`src/rtl/merac_pkg.sv`:
```
// Shared constants and ALU function encoding for the merac 8-bit CPU datapath.
package merac_pkg;

  localparam int WIDTH_WORD   = 8;
  localparam int WIDTH_SEG    = 4;
  localparam int WIDTH_DOUBLE = 16;
  localparam int ALU_FN_W     = 3;

  // Program counter lives in the register file as a byte pair.
  localparam int REG_PC_LO = 14;
  localparam int REG_PC_HI = 15;

  typedef enum logic [ALU_FN_W-1:0] {
    ALU_ADD = 3'd0,
    ALU_SUB = 3'd1,
    ALU_OR  = 3'd2,
    ALU_NOT = 3'd3,
    ALU_MV  = 3'd4,
    ALU_AND = 3'd5,
    ALU_EQ  = 3'd6,
    ALU_LT  = 3'd7
  } alu_fn_e;

endpackage

```
`src/rtl/merac_if.sv`:
```
// Sequencer <-> datapath bus: register write ports, read selects/data and ALU controls.
interface merac_if #(
  parameter int WIDTH_WORD = merac_pkg::WIDTH_WORD,
  parameter int WIDTH_SEG  = merac_pkg::WIDTH_SEG
);

  logic                  write0;
  logic                  write1;
  logic [WIDTH_SEG-1:0]  srcreg0;
  logic [WIDTH_WORD-1:0] srcval0;
  logic [WIDTH_SEG-1:0]  srcreg1;
  logic [WIDTH_WORD-1:0] srcval1;
  logic [WIDTH_SEG-1:0]  dstreg0;
  logic [WIDTH_SEG-1:0]  dstreg1;
  logic [WIDTH_WORD-1:0] dstval0;
  logic [WIDTH_WORD-1:0] dstval1;
  logic                  alu_en;
  logic [2:0]            alu_fn;
  logic [WIDTH_WORD-1:0] retval;
  logic                  carry;

  modport master (
    output write0, write1, srcreg0, srcval0, srcreg1, srcval1,
    output dstreg0, dstreg1, alu_en, alu_fn,
    input  dstval0, dstval1, retval, carry
  );

  modport slave (
    input  write0, write1, srcreg0, srcval0, srcreg1, srcval1,
    input  dstreg0, dstreg1, alu_en, alu_fn,
    output dstval0, dstval1, retval, carry
  );

endinterface

```
`src/rtl/merac_alu.sv`:
```
// Combinational ALU of the merac datapath; carry is only meaningful for ADD/SUB.
module merac_alu #(
  parameter int WIDTH_WORD = merac_pkg::WIDTH_WORD
) (
  input  logic                  alu_en,
  input  logic [2:0]            alu_fn,
  input  logic [WIDTH_WORD-1:0] a,
  input  logic [WIDTH_WORD-1:0] b,
  output logic [WIDTH_WORD-1:0] retval,
  output logic                  carry
);
  import merac_pkg::*;

  alu_fn_e               fn;
  logic [WIDTH_WORD:0]   sum;
  logic [WIDTH_WORD:0]   diff;

  assign fn = alu_fn_e'(alu_fn);

  always_comb begin
    retval = '0;
    carry  = 1'b0;
    sum    = {1'b0, a} + {1'b0, b};
    // The extra top bit of the widened difference is the unsigned borrow.
    diff   = {1'b0, a} - {1'b0, b};
    if (alu_en) begin
      case (fn)
        ALU_ADD: begin
          retval = sum[WIDTH_WORD-1:0];
          carry  = sum[WIDTH_WORD];
        end
        ALU_SUB: begin
          retval = diff[WIDTH_WORD-1:0];
          carry  = diff[WIDTH_WORD];
        end
        ALU_OR:  retval = a | b;
        ALU_NOT: retval = ~a;
        ALU_MV:  retval = a;
        ALU_AND: retval = a & b;
        ALU_EQ:  retval = {{(WIDTH_WORD-1){1'b0}}, (a == b)};
        ALU_LT:  retval = {{(WIDTH_WORD-1){1'b0}}, (a < b)};
        default: retval = '0;
      endcase
    end
  end

endmodule

```
`src/rtl/merac_datapath.sv`:
```
// merac execution datapath: 16-entry dual-write/dual-read register file feeding the ALU.
module merac_datapath #(
  parameter int WIDTH_WORD = merac_pkg::WIDTH_WORD,
  parameter int WIDTH_SEG  = merac_pkg::WIDTH_SEG
) (
  input  logic clk,
  input  logic rst,
  merac_if.slave bus
);
  import merac_pkg::*;

  localparam int NREG = 2**WIDTH_SEG;

  logic [WIDTH_WORD-1:0] regs [NREG];

  // Port 1 is assigned last so it wins when both ports hit the same index.
  always_ff @(posedge clk or posedge rst) begin
    if (rst) begin
      for (int i = 0; i < NREG; i++) regs[i] <= '0;
    end else begin
      if (bus.write0) regs[bus.srcreg0] <= bus.srcval0;
      if (bus.write1) regs[bus.srcreg1] <= bus.srcval1;
    end
  end

  assign bus.dstval0 = regs[bus.dstreg0];
  assign bus.dstval1 = regs[bus.dstreg1];

  merac_alu #(
    .WIDTH_WORD(WIDTH_WORD)
  ) u_alu (
    .alu_en (bus.alu_en),
    .alu_fn (bus.alu_fn),
    .a      (bus.dstval0),
    .b      (bus.dstval1),
    .retval (bus.retval),
    .carry  (bus.carry)
  );

endmodule

```
`src/flat_wrapper.sv`:
```
// flat-port wrapper written by rule: the top's interface ports become plain ports
module merac_datapath_flat import merac_pkg::*;
#(
  parameter int WIDTH_WORD = merac_pkg::WIDTH_WORD,
  parameter int WIDTH_SEG  = merac_pkg::WIDTH_SEG
)
  (clk, rst, bus_write0, bus_write1, bus_srcreg0, bus_srcval0, bus_srcreg1, bus_srcval1, bus_dstreg0, bus_dstreg1, bus_alu_en, bus_alu_fn, bus_dstval0, bus_dstval1, bus_retval, bus_carry);
  merac_if #(.WIDTH_WORD(WIDTH_WORD), .WIDTH_SEG(WIDTH_SEG)) bus_i ();
  input  logic clk;
  input  logic rst;
  input wire logic [$bits(bus_i.write0)-1:0] bus_write0;
  input wire logic [$bits(bus_i.write1)-1:0] bus_write1;
  input wire logic [$bits(bus_i.srcreg0)-1:0] bus_srcreg0;
  input wire logic [$bits(bus_i.srcval0)-1:0] bus_srcval0;
  input wire logic [$bits(bus_i.srcreg1)-1:0] bus_srcreg1;
  input wire logic [$bits(bus_i.srcval1)-1:0] bus_srcval1;
  input wire logic [$bits(bus_i.dstreg0)-1:0] bus_dstreg0;
  input wire logic [$bits(bus_i.dstreg1)-1:0] bus_dstreg1;
  input wire logic [$bits(bus_i.alu_en)-1:0] bus_alu_en;
  input wire logic [$bits(bus_i.alu_fn)-1:0] bus_alu_fn;
  output wire logic [$bits(bus_i.dstval0)-1:0] bus_dstval0;
  output wire logic [$bits(bus_i.dstval1)-1:0] bus_dstval1;
  output wire logic [$bits(bus_i.retval)-1:0] bus_retval;
  output wire logic [$bits(bus_i.carry)-1:0] bus_carry;
  assign bus_i.write0 = bus_write0;
  assign bus_i.write1 = bus_write1;
  assign bus_i.srcreg0 = bus_srcreg0;
  assign bus_i.srcval0 = bus_srcval0;
  assign bus_i.srcreg1 = bus_srcreg1;
  assign bus_i.srcval1 = bus_srcval1;
  assign bus_i.dstreg0 = bus_dstreg0;
  assign bus_i.dstreg1 = bus_dstreg1;
  assign bus_i.alu_en = bus_alu_en;
  assign bus_i.alu_fn = bus_alu_fn;
  assign bus_dstval0 = bus_i.dstval0;
  assign bus_dstval1 = bus_i.dstval1;
  assign bus_retval = bus_i.retval;
  assign bus_carry = bus_i.carry;
  merac_datapath #(.WIDTH_WORD(WIDTH_WORD), .WIDTH_SEG(WIDTH_SEG)) u_core (.clk(clk), .rst(rst), .bus(bus_i));
endmodule
```
`config.mk`:
```
export PLATFORM = sky130hd
export DESIGN_NAME = merac_datapath_flat
export DESIGN_NICKNAME = d
export VERILOG_FILES = /design/src/rtl/merac_pkg.sv /design/src/rtl/merac_if.sv /design/src/rtl/merac_alu.sv /design/src/rtl/merac_datapath.sv /design/src/flat_wrapper.sv
export SDC_FILE = /design/constraint.sdc
export NUM_CORES = 1
export LEC_CHECK = 0
export CAP_MARGIN = 40
export CORE_ASPECT_RATIO = 0.9
export CORE_MARGIN = 2
export CORE_UTILIZATION = 45
export CTS_BUF_LIST = sky130_fd_sc_hd__clkbuf_8 sky130_fd_sc_hd__clkbuf_16
export DETAILED_ROUTE_END_ITERATION = 16
export GPL_ROUTABILITY_DRIVEN = 0
export GPL_TIMING_DRIVEN = 0
export PLACE_DENSITY = 0.75
export SLEW_MARGIN = 15
export SYNTH_ARGS = -nofsm -noshare
export SYNTH_HDL_FRONTEND = slang
export SYNTH_SLANG_ARGS = --single-unit
```
`constraint.sdc`:
```
create_clock -name clk -period 5.8 [get_ports clk]
set_input_delay 1.16 -clock clk [delete_from_list [all_inputs] [get_ports clk]]
set_output_delay 1.16 -clock clk [all_outputs]
set_load 0.02 [all_outputs]
```
After elaboration in Yosys (flattened, before gate mapping)
Index checks and enable logic that the tools add are counted.
- logic and storage cells: 61
- register bits: 128
- output and inout port bits: 25
- eq/ne operators: 8
- muxes and demuxes: 18
- reductions and logical operators: 3
- bitwise gates (word level): 7
- $lt $le $gt $ge: 7
- add/subtract/negate cells: 2
- operators by type and width (kind ; number):
    bitwise mux 128 bit ; 2
    2-to-1 mux 128 bit ; 2
    binary-select mux 8 bit (select 4 bit) ; 2
    demux 8 bit (select 4 bit) ; 2
    case mux 8 bit (8 select lines) ; 1
    2-to-1 mux 8 bit ; 7
    >= comparator 5 bit (second input constant) ; 4
    inverter 4 -> 5 bit ; 4
    equality test 3 bit (second input constant) ; 4
    < comparator 5 x 1 -> 1 bit (second input constant) ; 2
    adder 8 x 8 -> 9 bit ; 1
    subtractor 8 x 8 -> 9 bit ; 1
    AND 8 bit ; 1
    equality test 8 bit ; 1
    < comparator 8 bit ; 1
    inverter 8 bit ; 1
    bitwise OR 8 bit ; 1
    equality test 3 x 2 -> 1 bit (second input constant) ; 2
    equality test 3 x 1 -> 1 bit (second input constant) ; 1
    logical NOT 3 bit ; 1
    logical AND 1 bit ; 2
    case mux 1 bit (2 select lines) ; 1
    2-to-1 mux 1 bit ; 1

Longest topological paths before layout
- word-level depth: 9
- mapped depth: 16
- gate-level depth less buffers: 13

Cells and area by module
From an unflattened synthesis, not the netlist that was laid out.
- cells, all modules: 1147
- area, all modules: 9904.5 um^2
- modules (own cells, without submodules) (module ; area an instance (um^2) ; instances ; cells an instance):
    merac_datapath ; 8592.0 ; 1 ; 953
    merac_alu ; 1312.5 ; 1 ; 194

Worst setup path before layout
Ideal clock, no wire load.
- kind: input to output
- start point: in bus_dstreg0[1]
- end point: out bus_retval[0]
- arrival time: 4.638 ns
- stages: 13
- setup slack: 0.002 ns
- cells stage by stage: buf_4 -> buf_2 -> mux4_2 -> mux2_2 -> o21ai_0 -> inv_1 -> ha_1 -> o21bai_1 -> nor4b_1 -> o31ai_1 -> a21oi_1 -> or4_1 -> a31oi_1
- cells in the longest elaborated chain, start to end: 7
- elaborated cells between the ends (all ways): 13
- RTL lines (what ; line ; RTL):
    start: declaration ; flat_wrapper.sv:17 ; input wire logic [$bits(bus_i.dstreg0)-1:0] bus_dstreg0;
    inverter 4 -> 5 bit (not written as such) (*) ; merac_datapath.sv:26 ; assign bus.dstval0 = regs[bus.dstreg0];
    binary-select mux 8 bit (select 4 bit) (*) ; merac_datapath.sv:26 ;
    2-to-1 mux 8 bit (not written as such) (*) (2 in a row) ; merac_datapath.sv:26 ;
    via bus_dstval0[1] ; flat_wrapper.sv:21 ; output wire logic [$bits(bus_i.dstval0)-1:0] bus_dstval0;
    < comparator 8 bit or equality test 8 bit (tied branches) ; merac_alu.sv:41, merac_alu.sv:40 ;
    case mux 8 bit (8 select lines) (*) ; merac_alu.sv:27 ; case (fn)
    2-to-1 mux 8 bit (*) ; merac_alu.sv:26 ; if (alu_en) begin
    end: declaration ; flat_wrapper.sv:23 ; output wire logic [$bits(bus_i.retval)-1:0] bus_retval;
Mark *: on every way through the listed nets, which the timed path passes. The rest lies on a longest branch. The select of a mux whose other input is x is not followed.

Worst setup path in the final report
- start point: in bus_dstreg1[0]
- end point: out bus_carry
- cells in the longest elaborated chain, start to end: 7
- elaborated cells between the ends (all ways): 8
- RTL lines (what ; line ; RTL):
    start: declaration ; flat_wrapper.sv:18 ; input wire logic [$bits(bus_i.dstreg1)-1:0] bus_dstreg1;
    inverter 4 -> 5 bit (not written as such) (*) ; merac_datapath.sv:27 ; assign bus.dstval1 = regs[bus.dstreg1];
    binary-select mux 8 bit (select 4 bit) (*) ; merac_datapath.sv:27 ;
    2-to-1 mux 8 bit (not written as such) (*) (2 in a row) ; merac_datapath.sv:27 ;
    subtractor 8 x 8 -> 9 bit or adder 8 x 8 -> 9 bit (tied branches) ; merac_alu.sv:25, merac_alu.sv:23 ;
    case mux 1 bit (2 select lines) (*) ; merac_alu.sv:27 ;
    2-to-1 mux 1 bit (*) ; merac_alu.sv:26 ;
    end: declaration ; flat_wrapper.sv:24 ; output wire logic [$bits(bus_i.carry)-1:0] bus_carry;
Mark *: on every way between the ends. The rest lies on a longest branch, timed or not. The select of a mux whose other input is x is not followed.

==> impl_metrics.yaml <==
finish:
  post-route-util: 0.548
  layout_commonest_cell: "mux2i_1"
  final_cell_mix: "132 x mux2i_1, 128 x dfrtp_1, 106 x nor2_1"
  nets: 1075
  syn2layout_area_growth_pct: 18.5
  regMostFlops: "u_core.regs"
  largest_reg_flops: 128
  antennaDiodeCount: 0
  reg.largest.list: "u_core.regs (128)"
  drive_above_1_share: 0.170
clock_network:
  cts_buffers: 17
  cts_tree: "done"
  cts_buffer_depth: 2
  cts.sinks: 128
  clockRootBuffer: "clkbuf_16"
  cts_max_level: 4
  clock_latency_ns: 0.44
  cts_hold_buffers: 0
  clkSlewWorstSetupHoldPaths_ns: 0.06
logic_synthesis:
  synth_flop_cell: "dfrtp_1"
  synth_area_sq_um: 9330
  ys_ff_latch: 128
  ys_warn_count: 0
  synth_edf_count: 0
  syn-num-nets: 994
  yosysSeqAreaShare: 0.343
  synth_area_per_cell_sq_um: 10.0
  synth_cells: 928
  ys_types: 57
  async_flop_share: 1.00
critical_path:
  r2r_start: "u_core.regs[45]"
  end_kind: "primary output"
  crit_fanout: 10
  timing.critical_path.mode_cell: "mux4_2"
  reg2reg_slack_ns: 4.94
  crit_start: "bus_dstreg1[0]"
  crit_arrival_ns: 4.55
  cp_num_cells: 13
  slowest_stage: "mux4_2"
  critPathCapture: "bus_carry"
  rr_worst_depth: 2
  required_ns: 4.64
  critPathTopFamily: "multiplexers"
  max_stage_delay_ns: 0.55
  crit_buf_inv: 3
  crit_chain: "clkbuf_4 -> buf_12 -> mux4_2 -> mux4_2 -> ha_1 -> fa_2 -> o21ba_2 -> o21ai_2 -> a2111oi_2 -> a31oi_1 -> o22ai_1 -> and2_1 -> dlygate4sd2_1"
  reg2reg_to: "u_core.regs[45]"
  crit_type: "in2out"
  setup.worst_path.start_class: "input port"
route:
  wl_per_cell_um: 22.7
  remaining_drc_errors: 0
  firstDrtPassIters: 6
  routed_via_density: 6.26
  vias: 7992
  drt_iter0_drc: 845
  routed_wl_um: 28900
  ant_nets: 0
sta:
  finClkSkew_ns: 0
  relSlewSlack: 0.496
  rsz0062_at_grt: "yes"
  slew_viol_final: 0
  timing.fmax_mhz: 175
  hold_viol: 0
  post-route-period-util: 0.984
  period_needed_ns: 5.71
  setup_viol: 0
  worst_slew_pin_slew_ns: 0.755
  layout_setup_ws_ns: 0.0917
pwr:
  share_comb_of_total_power: 0.398
  p_leak_nw: 4.55
  p_per_area_nw_per_um2: 359
  p_sw_frac: 0.372
  p_seq_frac: 0.348
  clockPowerShare: 0.254
  power.switching_mw: 1.48
  p_int_mw: 2.49
  ir_worst_vdd_v: 0.000239
min_path:
  hp-class: "reg2reg"
global_routing:
  grt.overflow.total: 0
  antenna_found_initial: 0
  grt_pass1_vias: 7902
  grt_max_degree: 70
  grt_first_pass_wirelength_um: 45100
  track_usage: 0.271
place:
  dp_hpwl_um: 22000
  dp_slack_ns: -1.17
  port_buffers: 46
floorplan:
  fp.dieArea_sq_um: 21900
  core-area_sq_um: 20200
  row_count: 49
  io_pins: 65
  die_h_um: 141
  die_x_um: 156
  start_util: 0.462
flow_run:
  maxCapViolCount: 0
run_status:
  status: "complete, no violations"
[routing by layer]
layer / GRT usage / vias to the layer above / part of all wire
met2: 0.435 / 462 / 0.48
li1: - / 3552 / -
met4: 0.0768 / 0 / 0.018
met3: 0.0588 / 55 / 0.097
met1: 0.373 / 3923 / 0.41
met5: 0 / - / 0
[worst min-delay path, delay by kind of cell (launching register included)]
kind / cells / cell delay [ns]
flops: 1 / 0.36
compound gates: 1 / 0.14
mux: 1 / 0.08
[cell type report]
| cell class | instances | area (sq um) |
|---|---|---|
| Clock buffer | 20 | 467 |
| Timing Repair Buffer | 66 | 614 |
| Multi-Input combinational cell | 692 | 5840 |
| Sequential cell | 128 | 3200 |
| Fill cell | 1719 | 9120 |
| Tap cell | 255 | 319 |
| Inverter | 27 | 106 |
| Clock inverter | 12 | 87.6 |
| Buffer | 77 | 417 |
[how the worst min path moves through the flow]
stage,startpoint,endpoint,cells past startpoint
6_report,u_core.regs[29],u_core.regs[29],2
5_1_grt,u_core.regs[29],u_core.regs[29],2
4_1_cts,u_core.regs[89],u_core.regs[89],2
3_5_place_dp,u_core.regs[89],u_core.regs[89],2
3_3_place_gp,u_core.regs[29],u_core.regs[29],2
2_1_floorplan,u_core.regs[95],u_core.regs[95],2
[repair_timing]
item | CTS | global route
pin swaps | 0 | 3
gates resized for setup | 64 | 26
cloned | 1 | 0
setup endpoints to repair | 9 | 8
buffers inserted | 1 | 4
[Yosys cell counts, types with 5 or more instances]
master	instances	share of area
o21ai_0	62	0.033
mux2i_1	134	0.14
nor2_1	106	0.043
nand2b_1	6	0.0040
o31ai_1	5	0.0040
buf_1	13	0.0052
clkbuf_1	56	0.023
dfrtp_1	128	0.34
mux4_2	73	0.18
nand2_1	83	0.033
a21oi_1	99	0.053
nor2b_1	6	0.0040
buf_2	8	0.0043
xnor2_1	8	0.0075
inv_1	27	0.011
nand3_1	10	0.0054
nand3b_1	5	0.0040
a31oi_1	5	0.0034
ha_1	24	0.032
nor3_1	6	0.0032
[cell families (layout without fill, tap and decap cells)]
| group | count (synthesis) | after routing | synth area share |
|---|---|---|---|
| mux | 213 | 213 | 0.331 |
| fa+ha+maj | 26 | 26 | 0.0365 |
| simple gates | 244 | 244 | 0.114 |
| flops | 128 | 128 | 0.343 |
| buf+inv | 108 | 202 | 0.0466 |
| compound gates | 198 | 198 | 0.119 |
| xor+xnor | 11 | 11 | 0.0103 |
[power by group through the flow]
| stage | clock network (mW) | logic [mW] | registers, mW |
|---|---|---|---|
| 2_1_floorplan | 0 | 1.08 | 1.25 |
| 3_3_place_gp | 0 | 1.38 | 1.35 |
| 3_5_place_dp | 0 | 1.43 | 1.37 |
| 4_1_cts | 1.01 | 1.50 | 1.36 |
| 5_1_grt | 1.05 | 1.71 | 1.39 |
| 6_report | 1.01 | 1.58 | 1.38 |
[through the flow]
stage / power, mW / hold slack (ns) / instances / setup TNS [ns] / cell area, sq um
6_report: 3.97 / 0.608 / 1277 / 0 / 11100
5_1_grt: 4.16 / 0.631 / 1277 / -0.0842 / 11100
4_1_cts: 3.86 / 0.600 / 1274 / 0 / 10900
3_5_place_dp: 2.80 / 0.588 / 1243 / -8.67 / 10200
3_3_place_gp: 2.74 / 0.575 / 1229 / -98.55 / 10100
2_1_floorplan: 2.33 / 0.541 / 928 / 0 / 9330
Power figures use the tool's default switching activity.
